==> config.mk <==
export PLATFORM = sky130hd
export DESIGN_NAME = branch_resolve_unit
export DESIGN_NICKNAME = d
export VERILOG_FILES = /design/src/rtl/branch_resolve_unit.sv
export SDC_FILE = /design/constraint.sdc
export NUM_CORES = 2
export LEC_CHECK = 0
export CAP_MARGIN = 5
export CORE_MARGIN = 3
export CORE_UTILIZATION = 40
export DETAILED_ROUTE_END_ITERATION = 10
export PLACE_DENSITY_LB_ADDON = 0.25
export SETUP_SLACK_MARGIN = 0.3
export SLEW_MARGIN = 15
export SYNTH_ARGS = -nofsm -noshare
export SYNTH_HDL_FRONTEND = slang
export SYNTH_SLANG_ARGS = --single-unit
==> constraint.sdc <==
create_clock -name clk -period 7.35 [get_ports clk]
set_input_delay 1.1025 -clock clk [delete_from_list [all_inputs] [get_ports clk]]
set_output_delay 1.1025 -clock clk [all_outputs]
set_load 0.01 [all_outputs]
==> src/rtl/branch_resolve_unit.sv <==
// Branch resolution back end: tracks resolved branches per ROB tag, raises the flush/redirect on
// commit of a mispredicted entry, and trains a 2-bit-counter BHT read combinationally by fetch.
module branch_resolve_unit #(
    parameter int unsigned ROB_DEPTH   = 32,
    parameter int unsigned BHT_ENTRIES = 64,
    parameter int unsigned CNT_W       = 32,
    localparam int unsigned TAG_W      = $clog2(ROB_DEPTH),
    localparam int unsigned IDX_W      = $clog2(BHT_ENTRIES)
) (
    input  logic             clk,
    input  logic             rst,
    input  logic             bp_valid,
    input  logic [TAG_W-1:0] bp_rob_tag,
    input  logic             bp_mispredict,
    input  logic [31:0]      bp_pc,
    input  logic             prediction_valid,
    input  logic             prediction_result,
    input  logic [31:0]      prediction_pc,
    input  logic             commit_valid,
    input  logic [TAG_W-1:0] commit_rob_tag,
    input  logic [31:0]      fetch_pc,
    output logic             fetch_pred_taken,
    output logic             branch_mispredicted,
    output logic [31:0]      redirect_pc,
    output logic [CNT_W-1:0] branch_count,
    output logic [CNT_W-1:0] mispredict_count
);

    localparam logic [CNT_W-1:0] CNT_ONE = 1;

    logic [ROB_DEPTH-1:0] resolved;
    logic [ROB_DEPTH-1:0] mispredict;
    logic [31:0]          target [ROB_DEPTH];
    logic [1:0]           bht    [BHT_ENTRIES];

    logic             bypass;
    logic             commit_hit;
    logic             commit_mis;
    logic [31:0]      commit_tgt;
    logic [IDX_W-1:0] upd_idx;
    logic [IDX_W-1:0] fetch_idx;

    always_comb begin
        bypass     = 1'b0;
        commit_hit = 1'b0;
        commit_mis = 1'b0;
        commit_tgt = '0;
        upd_idx    = prediction_pc[IDX_W+1:2];
        fetch_idx  = fetch_pc[IDX_W+1:2];
        // An entry resolved and committed in the same cycle never reaches the table.
        bypass     = bp_valid && commit_valid && (bp_rob_tag == commit_rob_tag);
        commit_hit = commit_valid && !branch_mispredicted && (bypass || resolved[commit_rob_tag]);
        commit_mis = bypass ? bp_mispredict : mispredict[commit_rob_tag];
        commit_tgt = bypass ? bp_pc : target[commit_rob_tag];
    end

    assign fetch_pred_taken = bht[fetch_idx][1];

    always_ff @(posedge clk) begin
        if (rst) begin
            resolved            <= '0;
            mispredict          <= '0;
            branch_mispredicted <= 1'b0;
            redirect_pc         <= '0;
            branch_count        <= '0;
            mispredict_count    <= '0;
            for (int unsigned i = 0; i < ROB_DEPTH; i++) begin
                target[i] <= '0;
            end
            for (int unsigned i = 0; i < BHT_ENTRIES; i++) begin
                bht[i] <= 2'b01;
            end
        end else begin
            branch_mispredicted <= 1'b0;
            if (branch_mispredicted) begin
                resolved   <= '0;
                mispredict <= '0;
            end else begin
                if (bp_valid && !bypass) begin
                    resolved[bp_rob_tag]   <= 1'b1;
                    mispredict[bp_rob_tag] <= bp_mispredict;
                    target[bp_rob_tag]     <= bp_pc;
                end
                if (commit_hit) begin
                    branch_count <= branch_count + CNT_ONE;
                    if (!bypass) begin
                        resolved[commit_rob_tag]   <= 1'b0;
                        mispredict[commit_rob_tag] <= 1'b0;
                    end
                    if (commit_mis) begin
                        mispredict_count    <= mispredict_count + CNT_ONE;
                        branch_mispredicted <= 1'b1;
                        redirect_pc         <= commit_tgt;
                    end
                end
                if (prediction_valid) begin
                    if (prediction_result && bht[upd_idx] != 2'b11) begin
                        bht[upd_idx] <= bht[upd_idx] + 2'b01;
                    end else if (!prediction_result && bht[upd_idx] != 2'b00) begin
                        bht[upd_idx] <= bht[upd_idx] - 2'b01;
                    end
                end
            end
        end
    end

endmodule

* Word-level counts from Yosys, hierarchy flattened
Memory sizes are Yosys's and may differ from the RTL's.
Index checks and enable logic that the tools add are counted.
** Word-level totals
- Register bits after elaboration :: 161
- Input bits :: 113
- Memory bits (writable) :: 1152
- Memories :: 2
** Memory list
- target :: words 32, bits a word 32, rd ports 1, clocked after Yosys merged registers in 0, write ports 32, RTL line 33 : logic [31:0] target [ROB_DEPTH];
- bht :: words 64, bits a word 2, rd ports 2, clocked after Yosys merged registers in 0, write ports 64, RTL line 34 : logic [1:0] bht [BHT_ENTRIES];
** Cells by class
- Reductions and logical operators :: 20
- Bitwise gates (word level) :: 7
- $lt $le $gt $ge :: 4
- Add/sub/neg operators :: 4
- Muxes and demuxes :: 46
- Equality and inequality tests :: 2
** Operators with widths (count)
- $mux 32 :: 12
- $add 32x1->32 const B :: 2
- $and 32x32->32 :: 2
- $bwmux 32 :: 1
- $not 32->32 :: 1
- $or 32x32->32 :: 1
- $reduce_or 32->1 :: 1
- $mux 1 :: 25
- $lt 5x6->1 const B :: 2
- $bmux 1 s5 :: 2
- $demux 1 s5 :: 2
- $ge 5x1->1 const B :: 2
- $logic_and 1x1->1 :: 9
- $mux 6 :: 1
- $eq 5x5->1 :: 1
- $mux 5 :: 1
- $mux 2 :: 2
- $reduce_or 2->1 :: 2
- $logic_not 1->1 :: 3
- $reduce_and 3->1 :: 1
- $reduce_or 3->1 :: 1
- $add 2x1->2 const B :: 1
- $ne 2x2->1 const B :: 1
- $not 1->1 :: 2
- other kinds (5) :: 5

* Depth between registers and ports, before layout
An unclocked memory read counts as a cell.
- Word-level depth :: 12
- Gate-level depth with buffers :: 12

* Least setup slack after synthesis
Ideal clock, no wire load.
- Path type :: in2reg
- Start :: in commit_rob_tag[0]
- End :: mem target[31][0] (enable)
- Data required time :: 6884 ps
- Setup time :: 466 ps
- Slack :: 1918 ps
- Stages on the path :: 10
- Path buffers :: 4
- Arrival time :: 4967 ps
- Cell sequence :: buf_4 buf_2 xnor2_1 and3_1 nand2_1 and4_1 clkbuf_1 nand2_1 buf_2 o21ai_0
** RTL lines
- from (decl) :: RTL line 20 : input logic [TAG_W-1:0] commit_rob_tag,
- to (decl) :: RTL line 33

* Worst setup path in the final report
- Start :: in fetch_pc[3]
- End :: out fetch_pred_taken
** Between the ends
- Word-level cells in the longest chain between the ends :: 1
** Ends and longest elaborated chain
- from (decl) :: RTL line 21 : input logic [31:0] fetch_pc,
- $mem_v2 64x2
- to (decl) :: RTL line 22 : output logic fetch_pred_taken,
No other way between the ends.

==> results.sh <==
export IMPL_status="complete, no violations"
export IMPL_crit_type="in2out"
export IMPL_reg2reg_from="branch_mispredicted"
export IMPL_peakVddDrop_mv=0.231
export IMPL_worst_slew_pin_slew_ns=1.21
export IMPL_rr_worst_depth=6
export IMPL_comb_power_share_pct=8.0
export IMPL_dp_worst_setup_slack_ns=1.77
export IMPL_p_seq_share_pct=50.1
export IMPL_placed_cell_area_mm2=0.0654
export IMPL_numCtsBuffers=146
export IMPL_seq_area_frac_synth_pct=61.6
export IMPL_finalHoldViolCount=0
export IMPL_stdcell_area_mm2=0.0701
export IMPL_p_sw_mw=4.13
export IMPL_antenna_found_initial=14
export IMPL_synth_area_per_cell_um2=14.0
export IMPL_vias=38962
export IMPL_htree_num_levels=4
export IMPL_post_cts_repair_setup_buffers=0
export IMPL_synthCells=4379
export IMPL_total_power_mw=17.0
export IMPL_clock_fmax_mhz=186
export IMPL_coreArea_mm2=0.152
export IMPL_synth_area_leaders="edfxtp_1, mux4_2, and2_1, dfxtp_1, and3_1"
export IMPL_r2r_slack_ns=3.43
export IMPL_min_period_ns=5.37
export IMPL_hold_start="redirect_pc[7]"
export IMPL_arrival_ns=4.26
export IMPL_clkPwrFrac_pct=41.9
export IMPL_crit_path_frequent_cell="mux4_2"
export IMPL_grt_usage_pct=23.9
export IMPL_min_path_cells=2
export IMPL_syn2layout_area_growth_pct=14.2
export IMPL_hold_end="redirect_pc[7]"
export IMPL_grt_pass1_wl_um=275000
export IMPL_initial_utilization_pct=40.3
export IMPL_cts_hold_buf=0
export IMPL_nets=4449
export IMPL_wirelength_um=190000
export IMPL_fill_cells=13325
export IMPL_finalWeightedCongestion=0.792
export IMPL_drtAntennaViolNets=0
export IMPL_portBuffers=158
export IMPL_async_flop_share_pct=0
export IMPL_cp_end_kind="primary output"
export IMPL_maxCapViolCount=0
export IMPL_relSlewSlack_pct=19.2
export IMPL_sw_frac_of_total_pct=24.3
export IMPL_wl_per_cell_um=29.2
export IMPL_via_per_inst=6.00
export IMPL_r2r_end="target[5][8]"
export IMPL_ys_warn_count=0
export IMPL_dr_pass1_iters=7
export IMPL_rows=143
export IMPL_slew_viol_final=0
export IMPL_grt_max_degree=159
export IMPL_clock_latency_ns=0.80
export IMPL_io_pins=211
export IMPL_tns_ns=0
export IMPL_clock_sinks=1313
export IMPL_cp_start_kind="primary input"
export IMPL_cts_resized_gates=0
export IMPL_final_util_pct=46.1
export IMPL_setup_viol=0
export IMPL_drive_gt1_share_pct=18.4
export IMPL_worst_slack_ns=1.98
export IMPL_cts_tree="yes"
export IMPL_slowest_stage="clkdlybuf4s50_1"
export IMPL_synth_edff_count=1152
export IMPL_dieArea_mm2=0.158
export IMPL_p_leak_nw=23.7
export IMPL_die_h_um=398
export IMPL_finClkSkew_ns=0.0576
export IMPL_synth_area_mm2=0.0614
export IMPL_grt_pass1_vias=38562
export IMPL_crit_fanout=16
export IMPL_period_share_pct=73.0
export IMPL_ys_flop_type="edfxtp_1"
export IMPL_ys_types=71
export IMPL_power_density_mw_per_mm2=242
export IMPL_cts_root_buf="clkbuf_16"
export IMPL_drc=0
export IMPL_synth_nets=4494
export IMPL_ys_seq_elements=1313
export IMPL_worstPathRequired_ns=6.25
export IMPL_detailedRoute_firstIterationViolations=4730
export IMPL_clock_path_buffers=3
export IMPL_yosysTopAreaCell="edfxtp_1"
export IMPL_rsz0062_at_grt="false"
export IMPL_die_width_um=398
export IMPL_overflow=0
export IMPL_synth_top_cell_area_share_pct=56.4
export IMPL_max_stage_delay_ns=1.20
export IMPL_clk_pin_slew_worst_paths_ns=0.05
export IMPL_p_int_mw=12.9
export IMPL_cp_cell_sequence="clkdlybuf4s50_1 -> mux4_2 -> mux4_2 -> mux4_2 -> clkdlybuf4s50_1"
export IMPL_hpwlAfterDp_um=104000
export IMPL_min_path_type="reg2reg"
-- cell type report --
class	count	area, um2	area share (%)
antenna	7	17.5	0.0250
multi-input combinational	2559	22100	31.5
inverter	15	61.3	0.0875
tap	2030	2540	3.62
clock inverter	73	694	0.991
clock buffer	195	3950	5.64
timing repair buffer	299	2910	4.15
sequential	1313	37800	54.0
-- cell usage after synthesis (all sizes together) (7+ instances only) --
master,n
o31ai,8
inv,14
and2,787
nor2,186
nor3,33
a221oi,36
dfxtp,161
buf,91
or2,12
xnor2,34
a21oi,116
or4,10
clkbuf,401
o21ai,44
or3,12
and3,270
and4,8
nor4,18
o211ai,36
edfxtp,1152
a2111oi,68
xor2,11
a22oi,69
nand3,23
o22ai,9
a22o,34
nand4,66
nand2,153
or3b,8
nor3b,7
mux2i,40
o41ai,65
mux4,303
a211oi,25
nand3b,17
and3b,7
-- power groups by stage --
stage / logic [mW] / registers, mW / clock network (mW)
4_1_cts: 1.35 / 8.51 / 7.23
5_1_grt: 1.42 / 8.54 / 7.52
3_3_place_gp: 1.35 / 8.65 / 0
6_report: 1.36 / 8.51 / 7.12
3_5_place_dp: 1.35 / 8.67 / 0
2_1_floorplan: 0.825 / 8.64 / 0
-- how the worst max path moves through the flow --
| stage | to | start | slack [ns] |
|---|---|---|---|
| global placement | target[23][25] | bp_rob_tag[3] | 1.76 |
| detailed placement | bht[46][1] | prediction_pc[2] | 1.77 |
| finish | fetch_pred_taken | fetch_pc[3] | 1.98 |
| CTS | fetch_pred_taken | fetch_pc[3] | 2.06 |
| floorplan | target[31][0] | commit_rob_tag[0] | 1.92 |
| global route | fetch_pred_taken | fetch_pc[3] | 1.94 |
-- flip-flops by register name, summed over array words and instances, names as in the netlist --
signal               flops
redirect_pc             32
branch_count            32
branch_mispredicted      1
resolved                32
mispredict              32
target                1024
mispredict_count        32
bht                    128
-- metrics by stage --
step,hold slack (ns),std cells
after floorplan,0.450,4379
after global placement,0.443,6216
after detailed placement,0.444,6216
after CTS,0.452,6484
after global routing,0.471,6484
final,0.450,6491
-- cell usage in the layout, fill, tap and decap left out, drive strengths merged, types with 7 or more instances in the layout --
| master | n |
|---|---|
| clkinv | 61 |
| clkbuf | 195 |
| diode | 7 |
| a22o | 34 |
| o21ai | 44 |
| xnor2 | 34 |
| o211ai | 36 |
| clkdlybuf4s50 | 149 |
| nand3b | 17 |
| inv | 19 |
| buf | 150 |
| a211oi | 25 |
| nand4 | 66 |
| dfxtp | 161 |
| o22ai | 9 |
| a2111oi | 68 |
| o41ai | 65 |
| mux4 | 303 |
| nor3b | 7 |
| or4 | 10 |
| a221oi | 36 |
| and3 | 270 |
| nor3 | 33 |
| mux2i | 40 |
| and2 | 787 |
| nor4 | 18 |
| nor2 | 186 |
| a21oi | 116 |
| or3b | 8 |
| and4 | 8 |
| or3 | 12 |
| nand2 | 153 |
| and3b | 7 |
| a22oi | 69 |
| xor2 | 11 |
| or2 | 12 |
| o31ai | 8 |
| nand3 | 23 |
| edfxtp | 1152 |
-- worst max-delay path: cells and delay by family --
family                 cells  cell delay, ns
buffers and inverters      2            1.69
muxes                      3            1.46
-- cell families after synthesis --
family / synth area share (%)
AND/OR/NAND/NOR: 15.4
XOR/XNOR: 0.655
adder cells (fa/ha/maj): 0.0408
flip-flops: 61.6
multiplexers: 11.8
AO/OA/AOI/OAI: 7.06
buffers and inverters: 3.34
-- per-layer routing --
layer	global-route usage, %	part of all wire (%)
met1	34.4	42
met5	0	0.0068
met4	7.22	2.9
met2	36.2	45
met3	5.20	9.9
No activity file was read; power rests on OpenSTA's default activity.
